[config.mk]
export PLATFORM = sky130hd
export DESIGN_NAME = cgra_lsu_arbiter
export DESIGN_NICKNAME = d
export VERILOG_FILES = /design/src/rtl/cgra_lsu_arbiter.sv
export SDC_FILE = /design/constraint.sdc
export NUM_CORES = 1
export LEC_CHECK = 0
export ABC_AREA = 1
export CAP_MARGIN = 20
export CORE_AREA = 2 2 488 490
export CTS_BUF_LIST = sky130_fd_sc_hd__clkbuf_8
export CTS_CLUSTER_SIZE = 8
export DETAILED_ROUTE_END_ITERATION = 12
export DIE_AREA = 0 0 490 492
export PLACE_DENSITY_LB_ADDON = 0.1
export SLEW_MARGIN = 20
export SYNTH_ARGS = -nofsm -noshare
export SYNTH_HDL_FRONTEND = slang
export SYNTH_SLANG_ARGS = --single-unit
[constraint.sdc]
create_clock -name Clk -period 4.62 [get_ports Clk]
set_clock_uncertainty 0.1 [all_clocks]
set_input_delay 0.462 -clock Clk [delete_from_list [all_inputs] [get_ports Clk]]
set_output_delay 0.462 -clock Clk [all_outputs]
set_load 0.05 [all_outputs]
[src/rtl/cgra_lsu_arbiter.sv]
// cgra_lsu_arbiter
//   Round-robin arbiter that funnels NB_TILES tile load/store requests onto a
//   single memory port. One transaction is in flight at a time:
//   IDLE -> REQ -> (WAIT_R for loads) -> RESP -> IDLE.
//
//   Optional build macro: CGRA_LSU_TIMEOUT_EN
//     defined   : 8-bit read-response watchdog; after TIMEOUT_CYCLES WAIT_R
//                 cycles without Mem_Rvalid_I the load completes with
//                 32'hDEADBEEF and the sticky Err_O flag is raised.
//     undefined : WAIT_R waits indefinitely; Err_O is tied low.
//
// Ports
//   Clk, Reset         clock (rising edge), asynchronous active-low reset
//   Tile_Req_I         per-tile request level, held until granted
//   Tile_Load_I        per-tile direction (1 load, 0 store)
//   Tile_Addr_I        per-tile byte address, tile i at [32i+31:32i]
//   Tile_Wdata_I       per-tile store data, same packing
//   Tile_Grant_O       one-cycle completion pulse to the owner tile
//   Tile_Rvalid_O      one-cycle load-data-valid pulse to the owner tile
//   Tile_Rdata_O       last captured load data, broadcast
//   Stall_O            per-tile stall (requesting and not completing now)
//   Mem_Req_O/We/Addr/Wdata   memory request side
//   Mem_Gnt_I/Rvalid_I/Rdata_I memory response side
//   Err_O              sticky watchdog-timeout flag
module cgra_lsu_arbiter #(
  parameter int unsigned NB_TILES       = 16,
  parameter int unsigned TIMEOUT_CYCLES = 255
) (
  input  logic                     Clk,
  input  logic                     Reset,
  input  logic [NB_TILES-1:0]      Tile_Req_I,
  input  logic [NB_TILES-1:0]      Tile_Load_I,
  input  logic [NB_TILES*32-1:0]   Tile_Addr_I,
  input  logic [NB_TILES*32-1:0]   Tile_Wdata_I,
  output logic [NB_TILES-1:0]      Tile_Grant_O,
  output logic [NB_TILES-1:0]      Tile_Rvalid_O,
  output logic [31:0]              Tile_Rdata_O,
  output logic [NB_TILES-1:0]      Stall_O,
  output logic                     Mem_Req_O,
  output logic                     Mem_We_O,
  output logic [31:0]              Mem_Addr_O,
  output logic [31:0]              Mem_Wdata_O,
  input  logic                     Mem_Gnt_I,
  input  logic                     Mem_Rvalid_I,
  input  logic [31:0]              Mem_Rdata_I,
  output logic                     Err_O
);

  localparam int unsigned OW = (NB_TILES > 1) ? $clog2(NB_TILES) : 1;

  // The watchdog counter is 8 bits wide; reject limits it cannot reach.
  if (TIMEOUT_CYCLES < 1 || TIMEOUT_CYCLES > 255) begin : g_bad_timeout
    $error("cgra_lsu_arbiter: TIMEOUT_CYCLES must be in 1..255");
  end

  typedef enum logic [1:0] {
    IDLE   = 2'd0,
    REQ    = 2'd1,
    WAIT_R = 2'd2,
    RESP   = 2'd3
  } state_t;

  state_t      r_state;
  state_t      w_next;
  // r_owner doubles as the round-robin pointer: the next search starts one
  // past it. Resetting it to NB_TILES-1 makes tile 0 the first candidate.
  logic [OW-1:0] r_owner;
  logic          r_load;
  logic [31:0]   r_addr;
  logic [31:0]   r_wdata;
  logic [31:0]   r_rdata;

  logic [OW-1:0] w_win;
  logic          w_any;
  int unsigned   w_idx;
  logic          w_timeout;

  // Round-robin winner search starting at (r_owner + 1) mod NB_TILES.
  always_comb begin
    w_any = 1'b0;
    w_win = '0;
    w_idx = 0;
    for (int unsigned k = 0; k < NB_TILES; k++) begin
      w_idx = 32'(r_owner) + k + 1;
      if (w_idx >= NB_TILES) w_idx = w_idx - NB_TILES;
      if (!w_any && Tile_Req_I[w_idx[OW-1:0]]) begin
        w_any = 1'b1;
        w_win = w_idx[OW-1:0];
      end
    end
  end

  always_comb begin
    w_next        = r_state;
    Mem_Req_O     = 1'b0;
    Mem_We_O      = 1'b0;
    Tile_Grant_O  = '0;
    Tile_Rvalid_O = '0;
    case (r_state)
      IDLE: begin
        if (w_any) w_next = REQ;
      end
      REQ: begin
        Mem_Req_O = 1'b1;
        Mem_We_O  = !r_load;
        if (Mem_Gnt_I) w_next = r_load ? WAIT_R : RESP;
      end
      WAIT_R: begin
        if (Mem_Rvalid_I || w_timeout) w_next = RESP;
      end
      RESP: begin
        Tile_Grant_O[r_owner]  = 1'b1;
        Tile_Rvalid_O[r_owner] = r_load;
        w_next                 = IDLE;
      end
      default: w_next = IDLE;
    endcase
  end

  always_ff @(posedge Clk or negedge Reset) begin
    if (!Reset) begin
      r_state <= IDLE;
      r_owner <= OW'(NB_TILES - 1);
      r_load  <= 1'b0;
      r_addr  <= '0;
      r_wdata <= '0;
      r_rdata <= '0;
    end else begin
      r_state <= w_next;
      if (r_state == IDLE && w_any) begin
        r_owner <= w_win;
        r_load  <= Tile_Load_I[w_win];
        r_addr  <= Tile_Addr_I[32*w_win +: 32];
        r_wdata <= Tile_Wdata_I[32*w_win +: 32];
      end
      // Read data is only accepted in WAIT_R, so an Rvalid that coincides
      // with the grant cycle is dropped.
      if (r_state == WAIT_R) begin
        if (Mem_Rvalid_I)   r_rdata <= Mem_Rdata_I;
        else if (w_timeout) r_rdata <= 32'hDEADBEEF;
      end
    end
  end

`ifdef CGRA_LSU_TIMEOUT_EN
  logic [7:0] r_cnt;
  logic       r_err;

  always_ff @(posedge Clk or negedge Reset) begin
    if (!Reset) begin
      r_cnt <= '0;
      r_err <= 1'b0;
    end else begin
      if (r_state == REQ && Mem_Gnt_I && r_load) r_cnt <= '0;
      else if (r_state == WAIT_R)                r_cnt <= r_cnt + 8'd1;
      if (r_state == WAIT_R && !Mem_Rvalid_I && w_timeout) r_err <= 1'b1;
    end
  end

  // r_cnt holds the number of completed WAIT_R cycles, so the limit fires
  // during the TIMEOUT_CYCLES-th cycle.
  assign w_timeout = (r_state == WAIT_R) && (r_cnt == 8'(TIMEOUT_CYCLES - 1));
  assign Err_O     = r_err;
`else
  assign w_timeout = 1'b0;
  assign Err_O     = 1'b0;
`endif

  assign Mem_Addr_O   = r_addr;
  assign Mem_Wdata_O  = r_wdata;
  assign Tile_Rdata_O = r_rdata;
  // Tile_Grant_O is exactly the (RESP && owner) one-hot. Stall is also forced
  // low while Reset is asserted so every output reads zero during reset.
  assign Stall_O      = Reset ? (Tile_Req_I & ~Tile_Grant_O) : '0;

endmodule

Yosys cells after proc, flatten, opt, wreduce, memory -nomap -nowiden
Cells that the tools add are included.

$add $sub $neg: 46. Multipliers: 0. Div/mod/pow operators: 0. $lt $le $gt $ge: 35. Equal/unequal tests: 6. Shifts and indexed selects: 2. Multiplexer cells: 94. Bitwise gates (word level): 3. Reduce and logical (&&, ||, !) cells: 36.

Operators with widths (number): $shiftx A512 B10 Y32 (2); $mux W4 (32); $add A5 B1 Y6 const B (15); $ge A6 B5 Y1 const B (15); $lt A4 B5 Y1 const B (18); $bmux W1 S4 (17); $sub A4 B1 Y4 const B (16); $mux W16 (3); $add A4 B4 Y5 const B (8); $mux W1 (37); $and A16 B16 Y16 (2); $add A4 B3 Y5 const B (4); $logic_and A1 B1 Y1 (17); $logic_not A1 Y1 (16); $not A16 Y16 (1); $add A4 B2 Y5 const B (2); $pmux W2 S4 (1); $mux W2 (3); $ne A2 B2 Y1 const B (3); $add A4 B1 Y5 const B (1); $ge A5 B5 Y1 const B (1); $demux W1 S4 (1); $eq A2 B2 Y1 const B (2); $ge A4 B1 Y1 const B (1); other kinds (4) (4).

Register bits after elaboration: 103. Latch bits: 0. Bits in writable memories: 0. Memory bits (read-only): 0. Input bits: 1092. Word-level logic and storage cells: 228. Memories kept: 0.

Depth between registers and ports, before layout
Gate-level depths: netlist (run 1).

Depth in word-level cells: 53. Gate-level depth with buffers: 33. Mapped depth without buffers: 29.

Least setup slack after synthesis (run 1)
Ideal clock, no wire load.

Kind: reg-to-reg. Start: register r_owner[1]. End: register r_addr[20] (netlist: Mem_Addr_O[20]). Arrival time: 3847 ps. Setup slack: 548 ps. Stages on the path, launching flop included: 30. Path buffers: 5. Clock period less this slack: 4072 ps. Cells stage by stage: dfstp_2 inv_1 buf_2 ha_1 buf_2 inv_2 buf_2 nand3_1 nand3_1 nand2_1 nand2_1 nand2_2 inv_2 nand4_1 nor2_4 nand4_2 nor2_2 nand4_1 nor2_1 nand4_2 nand3_2 nand2_2 buf_2 clkbuf_1 nand2_1 nand3_1 nand3_1 nand2_1 nand2_1 nand3_1.

Word-level cells in the longest chain between the ends: 52.

Ends and longest elaborated chain: from (decl) (RTL line 67) `logic [OW-1:0] r_owner;`; from (signal assigned) (RTL line 123) `r_owner <= OW'(NB_TILES - 1);`; from (signal assigned) (RTL line 131) `r_owner <= w_win;`; branches (longest 52 deep; another with $add A5 B1 Y6); to (signal assigned) (RTL line 133) `r_addr <= Tile_Addr_I[32*w_win +: 32];`; to (decl) (RTL line 69) `logic [31:0] r_addr;`.

Several ways; the timed one is not identified. The select of a mux whose other input is x is not followed. A chain may end at the register's enable or synchronous reset.

Worst setup path after layout (run 1)
Start: register r_owner[1]. End: register r_wdata[11] (netlist: Mem_Wdata_O[11]).

Word-level cells in the longest chain between the ends: 52.

Ends and longest elaborated chain: branches (longest 52 deep; another with $add A5 B1 Y6); to (signal assigned) (RTL line 134) `r_wdata <= Tile_Wdata_I[32*w_win +: 32];`; to (decl) (RTL line 70) `logic [31:0] r_wdata;`.

Several ways; the timed one is not identified. The select of a mux whose other input is x is not followed.

==> results.txt, run 1 <==
By startpoint and endpoint, the worst setup path is classified as flop to flop. Synthesis handed over a netlist of between 3000 and 4000 instances. The final critical delay including setup and external delays is between 4 and 5 ns.

Setup repair after global routing could not meet its margin everywhere. The number of vias per cell came out at approximately 3.8. The area of combinational cells with multiple inputs came out at between 10000 and 15000 um2. The number of nets in the synthesized netlist is 4294.

The worst register-to-register path begins at r_owner[1]. The initial antenna violation count came out at 114. The floorplan core area is 236300 um2. The final period utilization is 95.58%. The clock slew at the register clock pins of the worst setup and hold paths is around 0.20 ns. The global-route usage over all layers is between 15 and 20%. For this block, the via count after detailed routing is roughly 30000. The total iterations of the first detailed-routing run came out at 5. The required time reported for the critical path endpoint came out at between 5 and 6 ns. Based on the critical path, the design can be clocked at up to approximately 230 MHz. For this run, the leading register cell type out of synthesis is sky130_fd_sc_hd__dfrtp_1. around 1200 I/O pins were placed. The maximum fanout along the worst path is 8. The number of distinct standard cells referenced by the synthesized netlist is 38.

The count of buffer and inverter cells on the critical path came out at 12. The register area is roughly 2600 um2. After detailed routing, the average wire length per cell comes to 27.83 um. The depth of the CTS H-tree came out at 3. The final cell utilization of the core came out at between 10% and 20%. Of all flip-flops after synthesis, the portion carrying an async set or reset was 100.0%.

The warning count from the yosys run is 0. The number of sinks on the clock net came out at 103. The total placed cells including tap cells came out at approximately 7700. The cell depth of the worst setup path is 33. Counting stages on the worst path, the most repeated cell is sky130_fd_sc_hd__nor2_4.

The number of global-route vias before repair came to 30433. The routability congestion estimate came out at 0.8599. The area enclosed by the die boundary came out at around 240000 um2. The final layout net count came out at between 5000 and 6000. The number of fill cells is between 20000 and 30000. The clock latency of the later-clocked register in the worst-skew pair is ~0.6 ns. Before CTS, the worst setup slack after placement is -0.5679 ns. The initialized floorplan defines approximately 180 standard-cell rows. For this run, design rule violations remaining after detail routing come to 0.

The layout overhead on the synthesized area is 134.7%. The worst setup path is captured at a flop. The die boundary height is between 400 and 500 um. The slew at the pin closest to its max-slew limit is ~0.8 ns.

The post-detailed-routing wire length is about 220000 um. The slack of the worst reg-to-reg path came out at just over 0.2 ns. Max-cap violations in this run came to 0.

The path class of the tightest hold or removal check is input pin to asynchronous set/reset pin. The number of buffers added on ports is ~1200. The smallest setup slack after layout came out at 0.2042 ns. STA classifies the critical path startpoint as a flop. The starting density of the core is under 10%. The total count of max-transition violations in the final report came out at 0.

The die is around 500 um wide. The violation count after the first detailed-route iteration came out at slightly below 2000. Leaving out fill and tap cells, the most frequent cell in the layout is sky130_fd_sc_hd__nand3_1.

The delay of the slowest critical-path stage came out at around 0.58 ns. The flow ran to the end, and the final reports show no timing, DRC or antenna violations. The mean area per synthesized cell is around 5.4 um2. The largest delay contributor family on the critical path is simple AND/OR/NAND/NOR gates.

The depth of the worst register-to-register path came out at 33. The data arrival time of the critical path is ~4.9 ns. The number of flops mapped to enable cells by yosys came out at 0. Leaving out fill and tap cells, the most frequent cells in the layout are sky130_fd_sc_hd__nand3_1 (1316), sky130_fd_sc_hd__clkdlybuf4s50_1 (1236), sky130_fd_sc_hd__nand2_1 (947). The total of flip-flops plus latches after synthesis came out at 103. The share of synthesized area occupied by flip-flops and latches came out at roughly 15%. In the final layout, the share of cells above drive strength 1 is 19.16%. The count of endpoints failing setup in the final report is 0. The largest net degree at the start of global routing is 64. The endpoint of the worst-slack reg-to-reg timing path is Mem_Wdata_O[11]. The worst slew margin relative to its limit came out at 46.33%. Counting along the longest clock path gives a buffer depth of 2. The largest individual stage delay along the critical path comes from the cell sky130_fd_sc_hd__dfstp_2. TritonCTS built the clock tree. The first global-routing pass estimated around 280000 um of wire.

The synthesized area came out at 17120 um2. Hold is met by 0.3459 ns. The total half-perimeter wirelength after legalization and detailed placement came out at 175400 um. CTS placed an instance of sky130_fd_sc_hd__clkbuf_8 at the clock tree root. The remaining antenna violation count after routing came out at 0.

The count of endpoints failing hold in the final timing report is 0. After the flow finishes, the layout carries non-filler instances totaling slightly below 8000. The number of buffers created by CTS came out at 9. After global routing the overflow that remains totals 0.
## logic make-up (layout without fill, tap and decap cells)
logic type | after synthesis | count (layout) | synth area share (%)
compound gates | 49 | 49 | 1.637
xor+xnor | 6 | 6 | 0.4604
fa+ha+maj | 18 | 18 | 1.315
buf+inv | 391 | 1898 | 11.16
flops | 103 | 103 | 15.08
mux | 32 | 32 | 2.105
other cells | 1 | 25 | 0.02190
simple gates | 2584 | 2584 | 68.22
## through the flow
step	setup TNS, ns	area [um2]
6_report	0	40190
5_1_grt	-1.624	40160
4_1_cts	-0.4300	37790
3_5_place_dp	-23.42	36180
3_3_place_gp	-27.52	36180
2_1_floorplan	0	17120
## how the worst max path moves through the flow
stage | from | to
final | r_owner[1] | Mem_Wdata_O[11]
after global routing | r_owner[1] | Mem_Addr_O[17]
after CTS | r_owner[1] | Mem_Wdata_O[11]
after detailed placement | r_owner[2] | Mem_Wdata_O[14]
after global placement | r_owner[2] | Mem_Wdata_O[16]
after floorplan | r_owner[1] | Mem_Addr_O[20]
## sequential cells by signal, summed over array words and instances, names as in the netlist
name,cells
Mem_Addr_O,32
Mem_Wdata_O,32
Tile_Rdata_O,32
r_load,1
r_owner,4
r_state,2
## cells in the mapped netlist, types with 2 or more instances
cell,number,area (um2)
sky130_fd_sc_hd__o21ai_0,19,95.09
sky130_fd_sc_hd__nor2_4,3,33.78
sky130_fd_sc_hd__nand2_1,1011,3795
sky130_fd_sc_hd__nand3b_1,2,15.01
sky130_fd_sc_hd__o21ai_2,2,17.52
sky130_fd_sc_hd__nand4_2,5,62.56
sky130_fd_sc_hd__buf_1,13,48.80
sky130_fd_sc_hd__buf_2,225,1126
sky130_fd_sc_hd__buf_4,15,112.6
sky130_fd_sc_hd__a21oi_1,5,25.02
sky130_fd_sc_hd__nand4_1,9,56.30
sky130_fd_sc_hd__nand2_2,5,31.28
sky130_fd_sc_hd__nor2_1,68,255.2
sky130_fd_sc_hd__xor2_1,3,26.28
sky130_fd_sc_hd__inv_2,14,52.55
sky130_fd_sc_hd__mux2_2,32,360.4
sky130_fd_sc_hd__nand3_2,3,30.03
sky130_fd_sc_hd__nand3_1,1473,7372
sky130_fd_sc_hd__a21oi_2,2,17.52
sky130_fd_sc_hd__nor2_2,4,25.02
sky130_fd_sc_hd__ha_1,18,225.2
sky130_fd_sc_hd__o21a_1,2,15.01
sky130_fd_sc_hd__inv_1,80,300.3
sky130_fd_sc_hd__clkbuf_1,29,108.9
sky130_fd_sc_hd__dfrtp_1,99,2477
sky130_fd_sc_hd__o22ai_1,3,18.77
sky130_fd_sc_hd__o211ai_1,2,15.01
sky130_fd_sc_hd__buf_6,14,157.7
sky130_fd_sc_hd__o21ai_1,12,60.06
sky130_fd_sc_hd__dfstp_2,4,105.1
## metal layers
layer	global-route usage, %	share of wire [%]	vias to the layer above
li1	-	-	13869
met1	20.24	42	14218
met2	30.12	50	1222
met3	4.316	6.4	213
met4	2.764	1.4	66
met5	0	0.20	-
## cell type report
class                           instances  area share [%]
Clock buffer                            9          0.3082
Multi-Input combinational cell       2690           34.85
Timing Repair Buffer                 1787           47.30
Inverter                               95          0.9059
Sequential cell                       103           6.425
Tap cell                             3167           9.859
Antenna cell                           24          0.1494
Clock inverter                          7          0.2023
## timing repair
| action | in CTS | in global routing |
|---|---|---|
| resized for setup | 132 | 292 |
| setup buffers | 41 | 53 |
| pin swaps | 15 | 52 |
| hold endpoints to repair | 42 | 0 |
| hold buffers | 1 | 0 |
| gates cloned | 13 | 27 |
| setup endpoints to repair | 66 | 67 |
Power of run 1 is not shown: default switching activity piles up to over one toggle a cycle in this logic, so the estimate is an artifact.
==> run 2: changes to the inputs <==
Clock period 4.62 ns to 4.8 ns, I/O delays scaled along.
==> run 2 against run 1 <==
  * Worst hold slack gained 0.0038 ns
  * Final cell count shrank 0.98%
  * Largest cell class unchanged
  * Setup slack gained 0.016 ns
  * Highest routed layer unchanged
  * Sequential share of layout area grew 0.32 points
==> results.txt, run 2 (synthesis gave the netlist of run 1 again) <==
The I/O pin total is 1239. The site row count came out at between 150 and 200. In this run the horizontal extent of the chip is 490 um.

The data arrival time of the critical path came out at 4.95 ns. Leaving out fill and tap cells, the most frequent cells in the layout are sky130_fd_sc_hd__nand3_1 (1405), sky130_fd_sc_hd__clkdlybuf4s50_1 (1236), sky130_fd_sc_hd__nand2_1 (969). The global-route usage over all layers is between 10% and 20%. The critical path is of the flop to flop type. After clock tree synthesis, the clock-pin slew on the worst setup and hold paths is ~0.18 ns. The routability congestion estimate came out at between 0.8 and 0.9.

The starting density of the core is 7.247%. The largest net degree at the start of global routing is 65. The maximum fanout along the worst path came out at 6.

The total count of max-transition violations in the final report is 0. In this run the clock root is driven by a sky130_fd_sc_hd__clkbuf_8. The H-tree generated during clock tree synthesis spans 3 levels. The required time reported for the critical path endpoint came out at between 5 and 6 ns. The number of buffers created by CTS is 9. The buffer depth of the longest clock path came out at 2. The total half-perimeter wirelength after legalization and detailed placement is between 150000 and 200000 um. The fraction of final layout cells sized beyond drive strength 1 is about 15%. The final cell utilization of the core is approximately 16%. The clock latency of the later-clocked register in the worst-skew pair came out at around 0.6 ns. The number of global-route vias before repair is 29787. Setup violations remaining at the end of the flow were counted as 0. By instance count, the cell type seen most on the critical path is sky130_fd_sc_hd__nor2_4. The number of buffers added on ports came out at about 1200. The region available for standard cell placement spans approximately 240000 um2.

Setup repair after global routing could not meet its margin everywhere. The smallest clock period supported by the final layout is computed as 4.580 ns. The run finished with clean final reports.

The remaining antenna violation count after routing came out at 0. The total global routing overflow came out at 0. The critical-path cell with the highest stage delay is sky130_fd_sc_hd__dfstp_2. The worst min-delay path class is input pin to asynchronous set/reset pin.

The wire length of the first global-routing pass is around 280000 um. STA classifies the critical path startpoint as a flop. The max-capacitance violation count is 0. The TritonCTS clock tree is yes. At the pin with the least slew margin, the transition time is between 0.8 and 0.9 ns.

The layout overhead on the synthesized area is 123.5%. The die boundary height came out at roughly 500 um. The count of endpoints failing hold in the final timing report was 0. The count of cells in the finished layout, fillers not included, comes to approximately 7800.

The number of vias per cell is 3.718. The total placed cells including tap cells came out at just under 8000. The via total after detailed routing is between 20000 and 30000. The pre-antenna-repair detailed-routing pass consisted of 5 iterations. After detailed routing, the number of remaining DRC violations is 0. The initial antenna violation count came out at 99. The delay of the slowest critical-path stage is 0.63 ns. The fmax came out at roughly 220 MHz. For this run, the post-layout net count is 5716. Hold timing on the final database bottoms out at a slack of ~0.35 ns.

Leaving out fill and tap cells, the most frequent cell in the layout is sky130_fd_sc_hd__nand3_1. Tracing the worst setup path back leads to its startpoint at r_owner[0]. After detailed placement, the total cell area comes to around 36000 um2. The final period utilization is 95.41%. The worst slew margin relative to its limit came out at 40.82%. The post-detailed-routing wire length is 215200 um.

Counting every sink on the clock net gives 103. The final routed wire length divided by cell count came out at 27.57 um. The area enclosed by the die boundary is between 200000 and 250000 um2. After the first detailed-routing iteration, the DRC count stood at around 1900.

The endpoint class of the critical path is a flop. With fillers left out, the area of the finished cells amounts to ~38000 um2. The startpoint identified for the worst register-to-register timing path is r_owner[0].
==> run 2: layer usage <==
| metal | share of wire [%] | track usage [%] | wire, um | up-vias |
|---|---|---|---|---|
| li1 | - | - | - | 13705 |
| met1 | 41 | 19.83 | 89190 | 13954 |
| met2 | 50 | 30.05 | 108100 | 1096 |
| met3 | 6.2 | 4.404 | 13370 | 203 |
| met4 | 1.9 | 3.149 | 4121 | 62 |
| met5 | 0.19 | 0 | 401 | - |
==> run 2: final timing paths <==
kind                                    endpoint  depth (start not counted)  slack (ns)
worst max-delay path              Mem_Wdata_O[0]                         29        0.22
worst min-delay path            Tile_Rdata_O[23]                          2        0.35
worst max register to register    Mem_Wdata_O[0]                         29        0.22
worst min register to register    Mem_Addr_O[17]                          2        0.41
max in group asynchronous         Mem_Wdata_O[1]                          3        3.11
min in group Clk                Tile_Rdata_O[31]                          2        0.40
==> run 2: repair_timing <==
item	4_1_cts	5_1_grt
pin swaps	3	44
gates cloned	4	17
hold buffers	1	0
hold endpoints to repair	43	0
gates resized for setup	37	196
setup buffers	5	51
endpoints found under the setup margin	61	65
==> run 2: area by class of cell <==
cell class / count / area (um2)
Sequential cell: 103 / 2582
Timing Repair Buffer: 1707 / 17650
Inverter: 95 / 369.1
Fill cell: 27331 / 198000
Tap cell: 3167 / 3963
Antenna cell: 27 / 67.56
Clock buffer: 9 / 123.9
Clock inverter: 7 / 90.09
Multi-Input combinational cell: 2690 / 13420
==> run 2: metrics by stage <==
step	TNS (ns)	setup slack [ns]
floorplan	0	0.7284
global placement	-8.813	-0.4107
detailed placement	-5.512	-0.3300
CTS	0	0.009704
global route	-0.9623	-0.05310
finish	0	0.2202
==> run 2: worst max-delay path, delay by kind of cell, from the launching register on <==
kind                       cells  cell delay (ns)
and+or+nand+nor               20             2.30
buffers and inverters          8             1.09
DFF                            1             0.63
adders and majority gates      1             0.32
Power of run 2 is left out for the same reason.
==> run 3: changes to the inputs <==
Settings changed: CTS_CLUSTER_DIAMETER from default to 60.
==> results of run 3 <==
The final DEF is identical to that of run 2; final timing and power are the same.
Power of run 3 is left out for the same reason.
